===== config.mk =====
export PLATFORM = sky130hd
export DESIGN_NAME = mult_div_unit_flat
export DESIGN_NICKNAME = d
export VERILOG_FILES = /design/src/rtl/mdu_pkg.sv /design/src/rtl/mult_div_unit_if.sv /design/src/rtl/mdu_div_core.sv /design/src/rtl/mult_div_unit.sv /design/src/flat_wrapper.sv
export SDC_FILE = /design/constraint.sdc
export NUM_CORES = 1
export LEC_CHECK = 0
export BUFFER_PORTS_ARGS = -buffer_cell sky130_fd_sc_hd__buf_2
export CAP_MARGIN = 25
export CORE_MARGIN = 3
export CORE_UTILIZATION = 58
export CTS_CLUSTER_SIZE = 12
export DETAILED_ROUTE_END_ITERATION = 12
export PLACE_DENSITY = 0.84
export SKIP_CTS_REPAIR_TIMING = 1
export SLEW_MARGIN = 20
export SYNTH_ARGS = -nofsm -noshare
export SYNTH_HDL_FRONTEND = slang
export SYNTH_SLANG_ARGS = --single-unit

===== constraint.sdc =====
create_clock -name clk -period 5.1 [get_ports clk]
set_clock_uncertainty 0.2 [all_clocks]
set_input_delay 0.765 -clock clk [delete_from_list [all_inputs] [get_ports clk]]
set_output_delay 0.765 -clock clk [all_outputs]
set_load 0.005 [all_outputs]

===== src/rtl/mdu_pkg.sv =====
// Shared types and widths for the sequential multiply/divide unit.
// Holds the FSM state encoding and the magnitude helper used by the divider.
package mdu_pkg;

   localparam int MDU_W     = 32;
   localparam int MDU_ITER  = 32;
   localparam int MDU_CNT_W = 6;

   typedef enum logic [1:0] {
      IDLE,
      MULT,
      DIV,
      FIN
   } mdu_state_e;

   function automatic logic [MDU_W-1:0] mdu_abs(input logic [MDU_W-1:0] v);
      return v[MDU_W-1] ? -v : v;
   endfunction

endpackage


===== src/rtl/mult_div_unit_if.sv =====
// Start handshake, operands and results between control (master) and the mult/div unit (slave).
// Starts are single-cycle pulses; done/div0 are single-cycle completion pulses.
interface mult_div_unit_if;
   import mdu_pkg::*;

   logic             mult_start;
   logic             div_start;
   logic [MDU_W-1:0] a;
   logic [MDU_W-1:0] b;
   logic             busy;
   logic             done;
   logic             div0;
   logic [MDU_W-1:0] hi;
   logic [MDU_W-1:0] lo;

   modport master (
      output mult_start, div_start, a, b,
      input  busy, done, div0, hi, lo
   );

   modport slave (
      input  mult_start, div_start, a, b,
      output busy, done, div0, hi, lo
   );

endinterface


===== src/rtl/mdu_div_core.sv =====
// Restoring signed divider datapath (built only with MDU_DIV_EN): one quotient bit per step,
// results exposed combinationally from the step in flight so the final step can be registered directly.
module mdu_div_core
   import mdu_pkg::*;
(
   input  logic             clk,
   input  logic             reset,
   input  logic             load,
   input  logic             step,
   input  logic [MDU_W-1:0] a,
   input  logic [MDU_W-1:0] b,
   output logic [MDU_W-1:0] quo_res,
   output logic [MDU_W-1:0] rem_res
);

   logic [MDU_W-1:0] quo, rem, dvs;
   logic [MDU_W-1:0] quo_nx, rem_nx;
   logic [MDU_W:0]   shifted, trial;
   logic             q_neg, r_neg;

   // Dividend magnitude shifts out of quo's MSB into rem while quotient bits shift in.
   always_comb begin
      shifted = {rem, quo[MDU_W-1]};
      trial   = shifted - {1'b0, dvs};
      if (!trial[MDU_W]) begin
         rem_nx = trial[MDU_W-1:0];
         quo_nx = {quo[MDU_W-2:0], 1'b1};
      end else begin
         rem_nx = shifted[MDU_W-1:0];
         quo_nx = {quo[MDU_W-2:0], 1'b0};
      end
      quo_res = q_neg ? -quo_nx : quo_nx;
      rem_res = r_neg ? -rem_nx : rem_nx;
   end

   always_ff @(posedge clk) begin
      if (reset) begin
         quo   <= '0;
         rem   <= '0;
         dvs   <= '0;
         q_neg <= 1'b0;
         r_neg <= 1'b0;
      end else if (load) begin
         quo   <= mdu_abs(a);
         rem   <= '0;
         dvs   <= mdu_abs(b);
         q_neg <= a[MDU_W-1] ^ b[MDU_W-1];
         r_neg <= a[MDU_W-1];
      end else if (step) begin
         quo   <= quo_nx;
         rem   <= rem_nx;
      end
   end

endmodule


===== src/rtl/mult_div_unit.sv =====
// Sequential signed mult (radix-2 Booth) / div unit: done pulses ITER+1 cycles after accept, starts ignored while busy.
// Divider compiled only with MDU_DIV_EN; otherwise div_start completes immediately with hi/lo unchanged.
module mult_div_unit
   import mdu_pkg::*;
#(
   parameter int ITER = MDU_ITER
)
(
   input logic             clk,
   input logic             reset,
   mult_div_unit_if.slave  bus
);

   mdu_state_e           state, state_nx;
   logic [MDU_CNT_W-1:0] cnt;
   logic                 last;
   logic                 accept_mult, accept_div, accept, div0_set;
   logic [MDU_W:0]       acc, acc_sum;
   logic [MDU_W-1:0]     mplr, mcand;
   logic                 q1;
   logic [MDU_W-1:0]     hi_q, lo_q;
   logic                 div0_q;

   assign last        = (cnt == MDU_CNT_W'(ITER - 1));
   assign accept_mult = (state == IDLE) && bus.mult_start;
   assign accept_div  = (state == IDLE) && bus.div_start && !bus.mult_start;
   assign accept      = accept_mult || accept_div;

`ifdef MDU_DIV_EN
   logic             div_zero;
   logic [MDU_W-1:0] quo_res, rem_res;

   assign div_zero = (bus.b == '0);
   assign div0_set = accept_div && div_zero;

   mdu_div_core u_div (
      .clk     (clk),
      .reset   (reset),
      .load    (accept_div && !div_zero),
      .step    (state == DIV),
      .a       (bus.a),
      .b       (bus.b),
      .quo_res (quo_res),
      .rem_res (rem_res)
   );
`else
   assign div0_set = 1'b0;
`endif

   always_ff @(posedge clk) begin
      if (reset) state <= IDLE;
      else       state <= state_nx;
   end

   always_comb begin
      state_nx = state;
      case (state)
         IDLE: begin
            if (accept_mult) state_nx = MULT;
`ifdef MDU_DIV_EN
            else if (accept_div) state_nx = div_zero ? FIN : DIV;
`else
            else if (accept_div) state_nx = FIN;
`endif
         end
         MULT:    if (last) state_nx = FIN;
         DIV:     if (last) state_nx = FIN;
         FIN:     state_nx = IDLE;
         default: state_nx = IDLE;
      endcase
   end

   // Booth recoding on {multiplier LSB, q-1}; acc is one bit wider so -(-2^31) cannot overflow.
   always_comb begin
      acc_sum = acc;
      case ({mplr[0], q1})
         2'b01:   acc_sum = acc + {mcand[MDU_W-1], mcand};
         2'b10:   acc_sum = acc - {mcand[MDU_W-1], mcand};
         default: acc_sum = acc;
      endcase
   end

   always_ff @(posedge clk) begin
      if (reset) begin
         cnt    <= '0;
         acc    <= '0;
         mplr   <= '0;
         mcand  <= '0;
         q1     <= 1'b0;
         hi_q   <= '0;
         lo_q   <= '0;
         div0_q <= 1'b0;
      end else begin
         case (state)
            IDLE: begin
               if (accept) begin
                  cnt    <= '0;
                  acc    <= '0;
                  mcand  <= bus.a;
                  mplr   <= bus.b;
                  q1     <= 1'b0;
                  div0_q <= div0_set;
               end
            end
            MULT: begin
               cnt  <= cnt + MDU_CNT_W'(1);
               acc  <= {acc_sum[MDU_W], acc_sum[MDU_W:1]};
               mplr <= {acc_sum[0], mplr[MDU_W-1:1]};
               q1   <= mplr[0];
               if (last) begin
                  hi_q <= acc_sum[MDU_W:1];
                  lo_q <= {acc_sum[0], mplr[MDU_W-1:1]};
               end
            end
            DIV: begin
               cnt <= cnt + MDU_CNT_W'(1);
`ifdef MDU_DIV_EN
               if (last) begin
                  hi_q <= rem_res;
                  lo_q <= quo_res;
               end
`endif
            end
            default: ;
         endcase
      end
   end

   assign bus.busy = (state != IDLE);
   assign bus.done = (state == FIN);
   assign bus.div0 = (state == FIN) && div0_q;
   assign bus.hi   = hi_q;
   assign bus.lo   = lo_q;

endmodule


===== src/flat_wrapper.sv =====
// flat-port wrapper written by rule: the top's interface ports become plain ports
module mult_div_unit_flat import mdu_pkg::*;
#(
   parameter int ITER = MDU_ITER
)
  (clk, reset, bus_mult_start, bus_div_start, bus_a, bus_b, bus_busy, bus_done, bus_div0, bus_hi, bus_lo);
  mult_div_unit_if bus_i ();
  input logic clk;
  input logic reset;
  input wire logic [$bits(bus_i.mult_start)-1:0] bus_mult_start;
  input wire logic [$bits(bus_i.div_start)-1:0] bus_div_start;
  input wire logic [$bits(bus_i.a)-1:0] bus_a;
  input wire logic [$bits(bus_i.b)-1:0] bus_b;
  output wire logic [$bits(bus_i.busy)-1:0] bus_busy;
  output wire logic [$bits(bus_i.done)-1:0] bus_done;
  output wire logic [$bits(bus_i.div0)-1:0] bus_div0;
  output wire logic [$bits(bus_i.hi)-1:0] bus_hi;
  output wire logic [$bits(bus_i.lo)-1:0] bus_lo;
  assign bus_i.mult_start = bus_mult_start;
  assign bus_i.div_start = bus_div_start;
  assign bus_i.a = bus_a;
  assign bus_i.b = bus_b;
  assign bus_busy = bus_i.busy;
  assign bus_done = bus_i.done;
  assign bus_div0 = bus_i.div0;
  assign bus_hi = bus_i.hi;
  assign bus_lo = bus_i.lo;
  mult_div_unit #(.ITER(ITER)) u_core (.clk(clk), .reset(reset), .bus(bus_i));
endmodule

[Word-level counts from Yosys, hierarchy flattened]
Cells that the tools add are included.
Operators by class
  add/subtract/negate cells: 3
  equal/unequal tests: 9
  multiplexer cells: 13
  reduce and logical (&&, ||, !) cells: 15
Operators by type and width (number)
  case mux 33 bit (2 select lines): 2
  case mux 32 bit (2 select lines): 1
  adder 33 bit: 1
  two-way mux 33 bit: 1
  subtractor 33 bit: 1
  two-way mux 32 bit: 1
  case mux 6 bit (2 select lines): 1
  AND reduction 2 bit: 5
  adder 6 x 1 -> 6 bit, second input constant: 1
  == test 2 bit, second input constant: 3
  == test 6 x 5 -> 1 bit, second input constant: 1
  two-way mux 2 bit: 3
  two-way mux 6 bit: 1
  case mux 2 bit (3 select lines): 1
  nonzero test 2 bit: 3
  == test 2 x 1 -> 1 bit, second input constant: 2
  inequality test 2 x 1 -> 1 bit, second input constant: 2
  logical AND 1 bit: 3
  inequality test 3 x 1 -> 1 bit, second input constant: 1
  logical NOT 2 bit: 1
  case mux 1 bit (2 select lines): 1
  OR reduction 2 bit: 1
  logical NOT 1 bit: 1
  logical OR 1 bit: 1
  two-way mux 1 bit: 1
Word-level totals
  register bits: 170
  input port bits: 68
  output and inout bits: 67

[Longest topological paths before layout]
Gate-level depths: netlist (run 1).
  word-level depth: 6
  mapped depth: 19

[Worst setup path before layout (run 1)]
OpenSTA, ideal clock, no wires.
  path kind: flip-flop to flip-flop
  start: register u_core.mcand[2]
  end: register u_core.acc[31]
  arrival time: 4.212 ns
  required time: 4.778 ns
  slack: 0.566 ns
  cell stages (with the launch flop): 20
  path buffers: 1
  cells stage by stage: dfxtp_1 or3_1 nor3_1 nand2_1 nor3_1 nand2_1 nor4_1 a21oi_1 xnor2_1 ha_1 clkbuf_1 a21o_1 a21o_1 a21oi_1 nand2_1 or4b_1 a21oi_2 o21bai_2 and4_1 a311o_1
Between the ends
  longest elaborated chain between the ends: 3
Ends and longest elaborated chain
  start: declaration: RTL line mult_div_unit.sv:19  | logic [MDU_W-1:0] mplr, mcand;
  start signal: assignment: RTL line mult_div_unit.sv:99  | mcand <= bus.a;
  subtractor 33 bit or adder 33 bit (tied branches): RTL line mult_div_unit.sv:78, mult_div_unit.sv:77
  case mux 33 bit (2 select lines) (*): RTL line mult_div_unit.sv:76  | case ({mplr[0], q1})
  case mux 33 bit (2 select lines) (*): RTL line mult_div_unit.sv:94  | case (state)
  end signal: assignment: RTL line mult_div_unit.sv:107  | acc <= {acc_sum[MDU_W], acc_sum[MDU_W:1]};
  end: declaration: RTL line mult_div_unit.sv:18  | logic [MDU_W:0] acc, acc_sum;
Every way passes the cells marked *; elsewhere a longest branch is shown, timed or not.
A chain may end at the register's enable or synchronous reset.

[Worst setup path in the final report (run 1)]
  start: register u_core.mcand[5]
  end: register u_core.acc[31]
Same word-level chain as after synthesis.

==> flow_summary.yaml, run 1 <==
grt:
  grt_pass1_vias: 7919
  grt_pass1_wl_um: 38480
  track_usage: 0.2644
  gr-total-overflow: 0
  grt_max_degree: 99
  antenna_found_initial: 2
critical_path:
  cp-start-kind: "flop"
  cp-end-kind: "flop"
  cp_max_fo: 6
  crit_type: "reg2reg"
  crit_arrival_ns: 4.78
  reg2reg_from: "u_core.mcand[5]"
  cp.required_ns: 5.22
  crit_start: "u_core.mcand[5]"
floorplanning:
  rows: 45
  core_area_um2: 15430
  fp.dieW_um: 132.5
  start_util: 0.6017
  die_h_um: 132.5
  top_level_ports: 135
  dieArea_um2: 17560
synth:
  syn_area_um2: 9283
  synth_cell_types: 74
  avgSynthCellArea_um2: 7.914
  synth_area_leader_cell: "dfxtp_1"
  synth_edf_count: 0
  ys_top_cells_by_area: "dfxtp_1 (36%), a21oi_1 (8.0%), nand2_1 (7.8%)"
  seq_area_frac_synth: 0.3645
  syn_nets: 1282
  synth_most_common_cell: "nand2_1"
  postSynthCellCount: 1173
  yosysTopAreaCellShare: 0.3645
  ys_ff_latch: 169
  yosysWarnings: 0
  async_flop_share: 0
  synthFlopType: "dfxtp_1"
  synthTopCellsByCount: "nand2_1 (193), dfxtp_1 (169), a21oi_1 (149), nor2_1 (126), clkbuf_1 (75)"
sta:
  hold_viol: 0
  relSlewSlack: 0.3201
  setup_slack_ns: 0.4431
  fmax_mhz: 214.7
  setup_viol: 0
  period_minus_slack_ns: 4.657
  rsz0062_at_grt: "false"
  setup_tns_ns: 0
  worstMarginPinSlew_ns: 1.016
  fin_crit_sh: 0.9131
  slew_violations: 0
cts:
  cts.clk_slew.worst_paths_ns: 0.07
  cts.sinks: 169
  cts_made_buffers: 17
  clock_latency_ns: 0.44
  cts_tree: "done"
  cts_buffer_depth: 2
  root_buffer: "clkbuf_16"
  htree_levels: 4
route:
  route.vias.total: 8657
  wl_um: 23560
  drtIter0Drc: 666
  drc: 0
  wl_per_cell_um: 16.01
  postRouteAntennaNets: 0
  avgViaCountPerCell: 5.881
  dr.pass1.iters: 5
power_and_ir_drop:
  p_leak_nw: 4.446
  ir_drop_uv: 639.6
  p_total_mw: 6.371
  power_per_cell_area_nw_per_um2: 603.1
worst_hold_path:
  min_path_type: "reg2reg"
  hp-start: "u_core.bus.lo[2]"
layout:
  layout.nets: 1358
  fin_area_um2: 10570
  drive_gt1_frac: 0.1570
  num_antenna_cells: 0
  syn2layout_area_growth_pct: 13.82
placement:
  placed_area_um2: 9928
  hpwl_um: 16470
  gp_congestion: 0.9388
  io_buffers: 133
  pre_cts_ws_ns: 0.3750
run_status:
  status: "completed"
run:
  maxCapViolations: 0
## worst paths after layout
kind	to	slack [ns]	cells past startpoint
worst max-delay path	u_core.acc[31]	0.44	18
worst min-delay path	u_core.bus.lo[2]	0.26	2
worst max register to register	u_core.acc[31]	0.44	18
worst min register to register	u_core.bus.lo[2]	0.26	2
## critical path, cell delays in order (launching register included)
cell and delay (ns):
dfxtp_1 0.36, or4_4 0.58, nor2_1 0.10, nand2_1 0.13
nor3_2 0.26, nand2_1 0.10, nor4_1 0.26, nor2_1 0.09
xnor2_1 0.25, ha_1 0.34, a21o_1 0.20, a21o_1 0.17
a21oi_1 0.14, nand2_1 0.08, or4b_1 0.50, a21oi_2 0.15
o21bai_2 0.10, and4_1 0.20, a311o_1 0.31
## through the flow
| stage | std cells | hold slack [ns] | utilization |
|---|---|---|---|
| 2_1_floorplan | 1173 | 0.2449 | - |
| 3_3_place_gp | 1440 | 0.2391 | 0.6426 |
| 3_5_place_dp | 1441 | 0.2465 | 0.6436 |
| 4_1_cts | 1472 | 0.2570 | 0.6841 |
| 5_1_grt | 1472 | 0.2700 | 0.6848 |
| 6_report | 1472 | 0.2556 | 0.6848 |
## routing by layer
metal / up-vias / wire length, um / GRT usage
li1: 4271 / - / -
met1: 4043 / 10750 / 0.3617
met2: 295 / 10490 / 0.4084
met3: 44 / 1816 / 0.07072
met4: 4 / 486 / 0.08487
met5: - / 21 / 0
## area by class of cell
class,instances,area (um2)
inverter,17,63.81
clock inverter,13,186.4
fill,1330,4862
sequential,169,3383
tap,211,264.0
timing repair buffer,143,750.7
clock buffer,18,439.2
multi-input combinational,901,5478
## sequential cells by signal, indices dropped and copies added (netlist names)
signal / flops
u_core.q1: 1
u_core.cnt: 6
u_core.acc: 32
u_core.mplr: 32
u_core.bus.lo: 32
u_core.state: 2
u_core.bus.hi: 32
u_core.mcand: 32
## placed cells by master, fill, tap and decap left out, types with 4 or more instances in the layout
master       n
ha_1        38
a211oi_1    36
o21bai_1     4
nand2b_1     8
and2_1       4
xor2_1      20
dfxtp_1    169
o21ai_0     41
o211ai_1     5
a21oi_1    149
inv_6        4
nor3_1      17
a32oi_1      9
nor2_1     125
and3_1       5
nand3b_1     5
a31oi_1      9
nor4_1       6
buf_2      132
nand4_1      8
nand2_1    192
a21o_1      21
o21ai_1      9
o21a_1      10
inv_1       17
mux2i_1     44
a22oi_1     18
nand3_1     13
xnor2_1     42
clkbuf_16   17
buf_4       10
## where the power goes
part	switching (mW)	internal [mW]
Clock	0.575	0.797
Sequential	0.241	1.56
Combinational	1.97	1.23
## cell families after synthesis
group,synth area share
xor gates and xnor gates,0.05850
DFF,0.3645
other,0.0004040
AOI/OAI and AO/OA,0.2258
buffers and inverters,0.04960
and+or+nand+nor,0.1965
adders and majority gates,0.05607
muxes,0.04866
(Power assumes the default switching activity.)
==> run 2, diff against run 1 <==
--- a/config.mk
+++ b/config.mk
@@ -12,4 +12,5 @@
 export CTS_CLUSTER_SIZE = 12
 export DETAILED_ROUTE_END_ITERATION = 12
+export GPL_TIMING_DRIVEN = 0
 export PLACE_DENSITY = 0.84
 export SKIP_CTS_REPAIR_TIMING = 1
==> constraint.sdc (replaced) <==
create_clock -name clk -period 5.1 [get_ports clk]
set_clock_uncertainty 0.2 [all_clocks]
set_input_delay 0.765 -clock clk [delete_from_list [all_inputs] [get_ports clk]]
set_output_delay 0.765 -clock clk [all_outputs]
set_load 0.1 [all_outputs]
==> flow_summary.yaml, run 2 (synthesized netlist as in run 1, its figures left out) <==
grt:
  track_usage: 0.3029
  grt_pass1_vias: 8515
  grt_pass1_wl_um: 42940
  grtUsageMet1: 0.3860
  grt_max_degree: 20
  gr-total-overflow: 0
  antenna_found_initial: 1
  use_met2: 0.4875
  busiest_layer: "met2"
  gr-usage-met3: 0.08479
route:
  route.vias.total: 9148
  postRouteAntennaNets: 0
  avgViaCountPerCell: 5.910
  wl_um: 27400
  drc: 0
  wl_per_cell_um: 17.70
  drtIter0Drc: 915
  dr.pass1.iters: 6
layout:
  layout.cells.most_common_list: "nand2_1 (193), dfxtp_1 (169), a21oi_1 (149)"
  fill_cells: 1279
  num_antenna_cells: 0
  syn2layout_area_growth_pct: 16.90
  layout.nets: 1433
  fin_area_um2: 10850
  drive_gt1_frac: 0.1429
  final_common_cell: "nand2_1"
  finalNonFillerCells: 1548
cts:
  clock_latency_ns: 0.44
  cts.sinks: 169
  cts_made_buffers: 17
  cts_tree: "done"
  cts_buffer_depth: 2
  root_buffer: "clkbuf_16"
  cts.clk_slew.worst_paths_ns: 0.08
  htree_levels: 4
critical_path:
  cp.required_ns: 5.23
  cp-end-kind: "flop"
  crit_arrival_ns: 5.08
  cp_common_cell: "nand2_1"
  critPathBufInv: 1
  crit_path_max_incr_delay_ns: 0.53
  slowest_stage: "or4b_1"
  crit_chain: "or3_1 -> nor3_4 -> nand2_1 -> nor3_2 -> nand2_1 -> nor4_2 -> a21oi_1 -> xnor2_1 -> ha_1 -> clkbuf_1 -> a21o_1 -> a21o_1 -> a21oi_1 -> nand2_1 -> or4b_1 -> a21oi_2 -> o21bai_2 -> and4_1 -> a311o_1"
  cp-start-kind: "flop"
  crit_cells: 19
  cp_max_fo: 7
  crit_type: "reg2reg"
  path_delay_family: "simple AND/OR/NAND/NOR gates"
  worstRegToRegCells: 19
sta:
  fin_crit_sh: 0.9708
  period_minus_slack_ns: 4.951
  relSlewSlack: 0.3638
  setup_tns_ns: 0
  hold_viol: 0
  fmax_mhz: 202.0
  slew_violations: 0
  worstMarginPinSlew_ns: 0.9479
  setup_viol: 0
power_and_ir_drop:
  p_leak_nw: 4.538
  power_per_cell_area_nw_per_um2: 610.2
  ir_drop_uv: 533.4
run_status:
  status: "completed"
placement:
  io_buffers: 132
  placed_area_um2: 10210
  hpwl_um: 20000
  dp_cells: 1516
  gp_congestion: 0.9686
floorplanning:
  core_area_um2: 15430
  rows: 45
  start_util: 0.6017
  dieArea_um2: 17560
  die_h_um: 132.5
  top_level_ports: 135
  fp.dieW_um: 132.5
run:
  maxCapViolations: 0
worst_hold_path:
  min_path_type: "reg2reg"
  hold_depth: 2
==> run 2: cell types whose count changed in the layout (fill, tap and decap cells not counted), moves of 3 or more <==
cell / before / now
inv_8: 1 / 6
clkbuf_1: 0 / 75
buf_4: 10 / 2
inv_6: 4 / 1
clkinv_8: 1 / 4
==> run 2: final timing paths <==
path	start	slack, ns	end
worst max-delay path	u_core.mcand[2]	0.15	u_core.acc[31]
worst min-delay path	u_core.bus.lo[14]	0.26	u_core.bus.lo[14]
worst max register to register	u_core.mcand[2]	0.15	u_core.acc[31]
worst min register to register	u_core.bus.lo[14]	0.26	u_core.bus.lo[14]
==> run 2: power by group <==
part           switching (mW)  internal, mW  total, mW
combinational            2.24          1.25       3.48
sequential              0.237          1.55       1.79
clock                   0.636         0.711       1.35
total                    3.11          3.51       6.62
==> run 2: area by class of cell <==
cell class	instances	area, um2	area share
Timing Repair Buffer	132	660.6	0.06088
Clock inverter	15	196.4	0.01810
Clock buffer	17	425.4	0.03920
Buffer	86	396.6	0.03655
Multi-Input combinational cell	901	5461	0.5033
Inverter	17	63.81	0.005880
Tap cell	211	264.0	0.02433
Sequential cell	169	3383	0.3118
==> run 2: layer usage <==
metal / vias to the layer above / routed length [um]
met5: - / 7
met4: 2 / 896
met3: 65 / 2603
met2: 407 / 12480
met1: 4255 / 11420
li1: 4419 / -
==> run 2: stage by stage <==
stage                     setup WS, ns    util  hold slack [ns]  total power [mW]
after global routing          -0.01010  0.7034           0.2672             7.019
final                           0.1490  0.7034           0.2561             6.622
after detailed placement       -0.1540  0.6616           0.2456             5.145
after CTS                      -0.1846  0.7019           0.2565             6.517
after global placement        -0.05939  0.6616           0.2400             5.051
after floorplan                 0.5656       -           0.2450             4.327
==> run 2: tightest hold or removal path, cell delays in order, from the launching register on <==
cell	delay, ns
dfxtp_1	0.31
nand2_1	0.05
a21oi_1	0.05
==> run 3, diff against run 2 <==
Settings changed: CORE_ASPECT_RATIO from default to 0.8.
==> flow_summary.yaml, run 3 (synthesized netlist as in run 1, its figures left out) <==
run_status:
  status: "completed"
floorplanning:
  rows: 40
  top_level_ports: 135
  dieArea_um2: 17570
  core_area_um2: 15360
  start_util: 0.6042
  die_h_um: 119.2
  fp.dieW_um: 147.4
sta:
  setup_slack_ns: 0.1800
  rsz0062_at_grt: "false"
  period_minus_slack_ns: 4.920
  fin_hold_ws_ns: 0.2518
  fmax_mhz: 203.3
  slew_violations: 0
  setup_tns_ns: 0
  fin_crit_sh: 0.9647
  hold_viol: 0
  worstMarginPinSlew_ns: 0.8183
  relSlewSlack: 0.4545
  setup_viol: 0
grt:
  grt_max_degree: 18
  gr-total-overflow: 0
  antenna_found_initial: 0
  track_usage: 0.2998
  grt_pass1_vias: 8033
  grt_pass1_wl_um: 42210
route:
  drc: 0
  postRouteAntennaNets: 0
  dr.pass1.iters: 6
  wl_per_cell_um: 17.48
  wl_um: 27070
  avgViaCountPerCell: 5.891
  route.vias.total: 9120
  drtIter0Drc: 766
cts:
  htree_levels: 4
  cts.sinks: 169
  cts_made_buffers: 17
  root_buffer: "clkbuf_16"
  clock_latency_ns: 0.44
  cts_buffer_depth: 2
  cts.clk_slew.worst_paths_ns: 0.07
  cts_tree: "done"
layout:
  num_antenna_cells: 0
  finalNonFillerCells: 1548
  layout.cells.most_common_list: "nand2_1 (192), dfxtp_1 (169), a21oi_1 (149)"
  final_util: 0.7050
  layout.nets: 1434
  drive_gt1_frac: 0.1465
  syn2layout_area_growth_pct: 16.69
  final_common_cell: "nand2_1"
placement:
  hpwl_um: 20220
  gp_congestion: 0.9819
  dp_cells: 1515
  pre_cts_ws_ns: -0.2179
  io_buffers: 132
critical_path:
  reg2reg_slack_ns: 0.18
  cp.required_ns: 5.23
  critical_path.endpoint: "u_core.acc[31]"
  cp-start-kind: "flop"
  cp-end-kind: "flop"
  r2r-end: "u_core.acc[31]"
  crit_start: "u_core.mcand[5]"
  cp_max_fo: 7
  reg2reg_from: "u_core.mcand[5]"
  crit_type: "reg2reg"
  crit_arrival_ns: 5.05
  worstRegToRegCells: 18
power_and_ir_drop:
  p_leak_nw: 4.526
  ir_drop_uv: 454.8
  power_per_cell_area_nw_per_um2: 606.2
run:
  maxCapViolations: 0
worst_hold_path:
  min_path_type: "reg2reg"
## run 3: cell count changes in the layout (fill, tap and decap cells not counted), moves of 2 or more
cell,before,now
inv_6,1,6
buf_4,2,4
clkinv_2,0,2
clkinv_8,4,1
inv_8,6,1
## run 3: area by class of cell
cell class / count / area [um2]
fill: 1302 / 4533
clock buffer: 17 / 425.4
tap: 210 / 262.8
timing repair buffer: 134 / 675.6
inverter: 17 / 63.81
sequential: 169 / 3383
multi-input combinational: 901 / 5497
buffer: 85 / 392.9
clock inverter: 15 / 131.4
## run 3: routing by layer
layer | vias up | share of wire | track usage
met4 | 2 | 0.019 | 0.08906
li1 | 4431 | - | -
met2 | 452 | 0.40 | 0.4128
met3 | 45 | 0.12 | 0.09852
met5 | - | 0.0027 | 0.03235
met1 | 4190 | 0.46 | 0.4404
## run 3: worst max-delay path, stage by stage (launching register included)
cell      delay, ns
dfxtp_1        0.37
or4_4          0.59
nor2_1         0.14
nand2_2        0.12
nor3_4         0.23
nand2_1        0.14
nor4_4         0.19
a21oi_1        0.12
xnor2_1        0.28
ha_2           0.38
a21o_1         0.20
a21o_1         0.18
a21oi_1        0.20
nand2_1        0.11
or4b_1         0.53
a21oi_2        0.21
o21bai_4       0.11
and4_1         0.21
a311o_1        0.32
## run 3: power breakdown
part	leakage, nW	internal (mW)	switching [mW]	total, mW
Clock	0.270	0.639	0.589	1.23
Sequential	1.38	1.55	0.240	1.80
Combinational	2.88	1.27	2.28	3.54
## run 3: how the worst min path moves through the flow
stage                      startpoint                end  slack [ns]  cells after the start
global route        u_core.bus.lo[14]  u_core.bus.lo[14]        0.27                      2
detailed placement  u_core.bus.lo[29]  u_core.bus.lo[29]        0.24                      2
floorplan              u_core.mplr[1]   u_core.bus.lo[0]        0.24                      2
global placement     u_core.bus.lo[5]   u_core.bus.lo[5]        0.24                      2
CTS                 u_core.bus.lo[29]  u_core.bus.lo[29]        0.25                      2
finish              u_core.bus.lo[29]  u_core.bus.lo[29]        0.25                      2
## run 3: metrics by stage
stage	power, mW	cell area (um2)
final	6.566	10830
after global routing	6.975	10830
after CTS	6.395	10760
after detailed placement	5.166	10210
after global placement	5.075	10210
after floorplan	4.327	9283
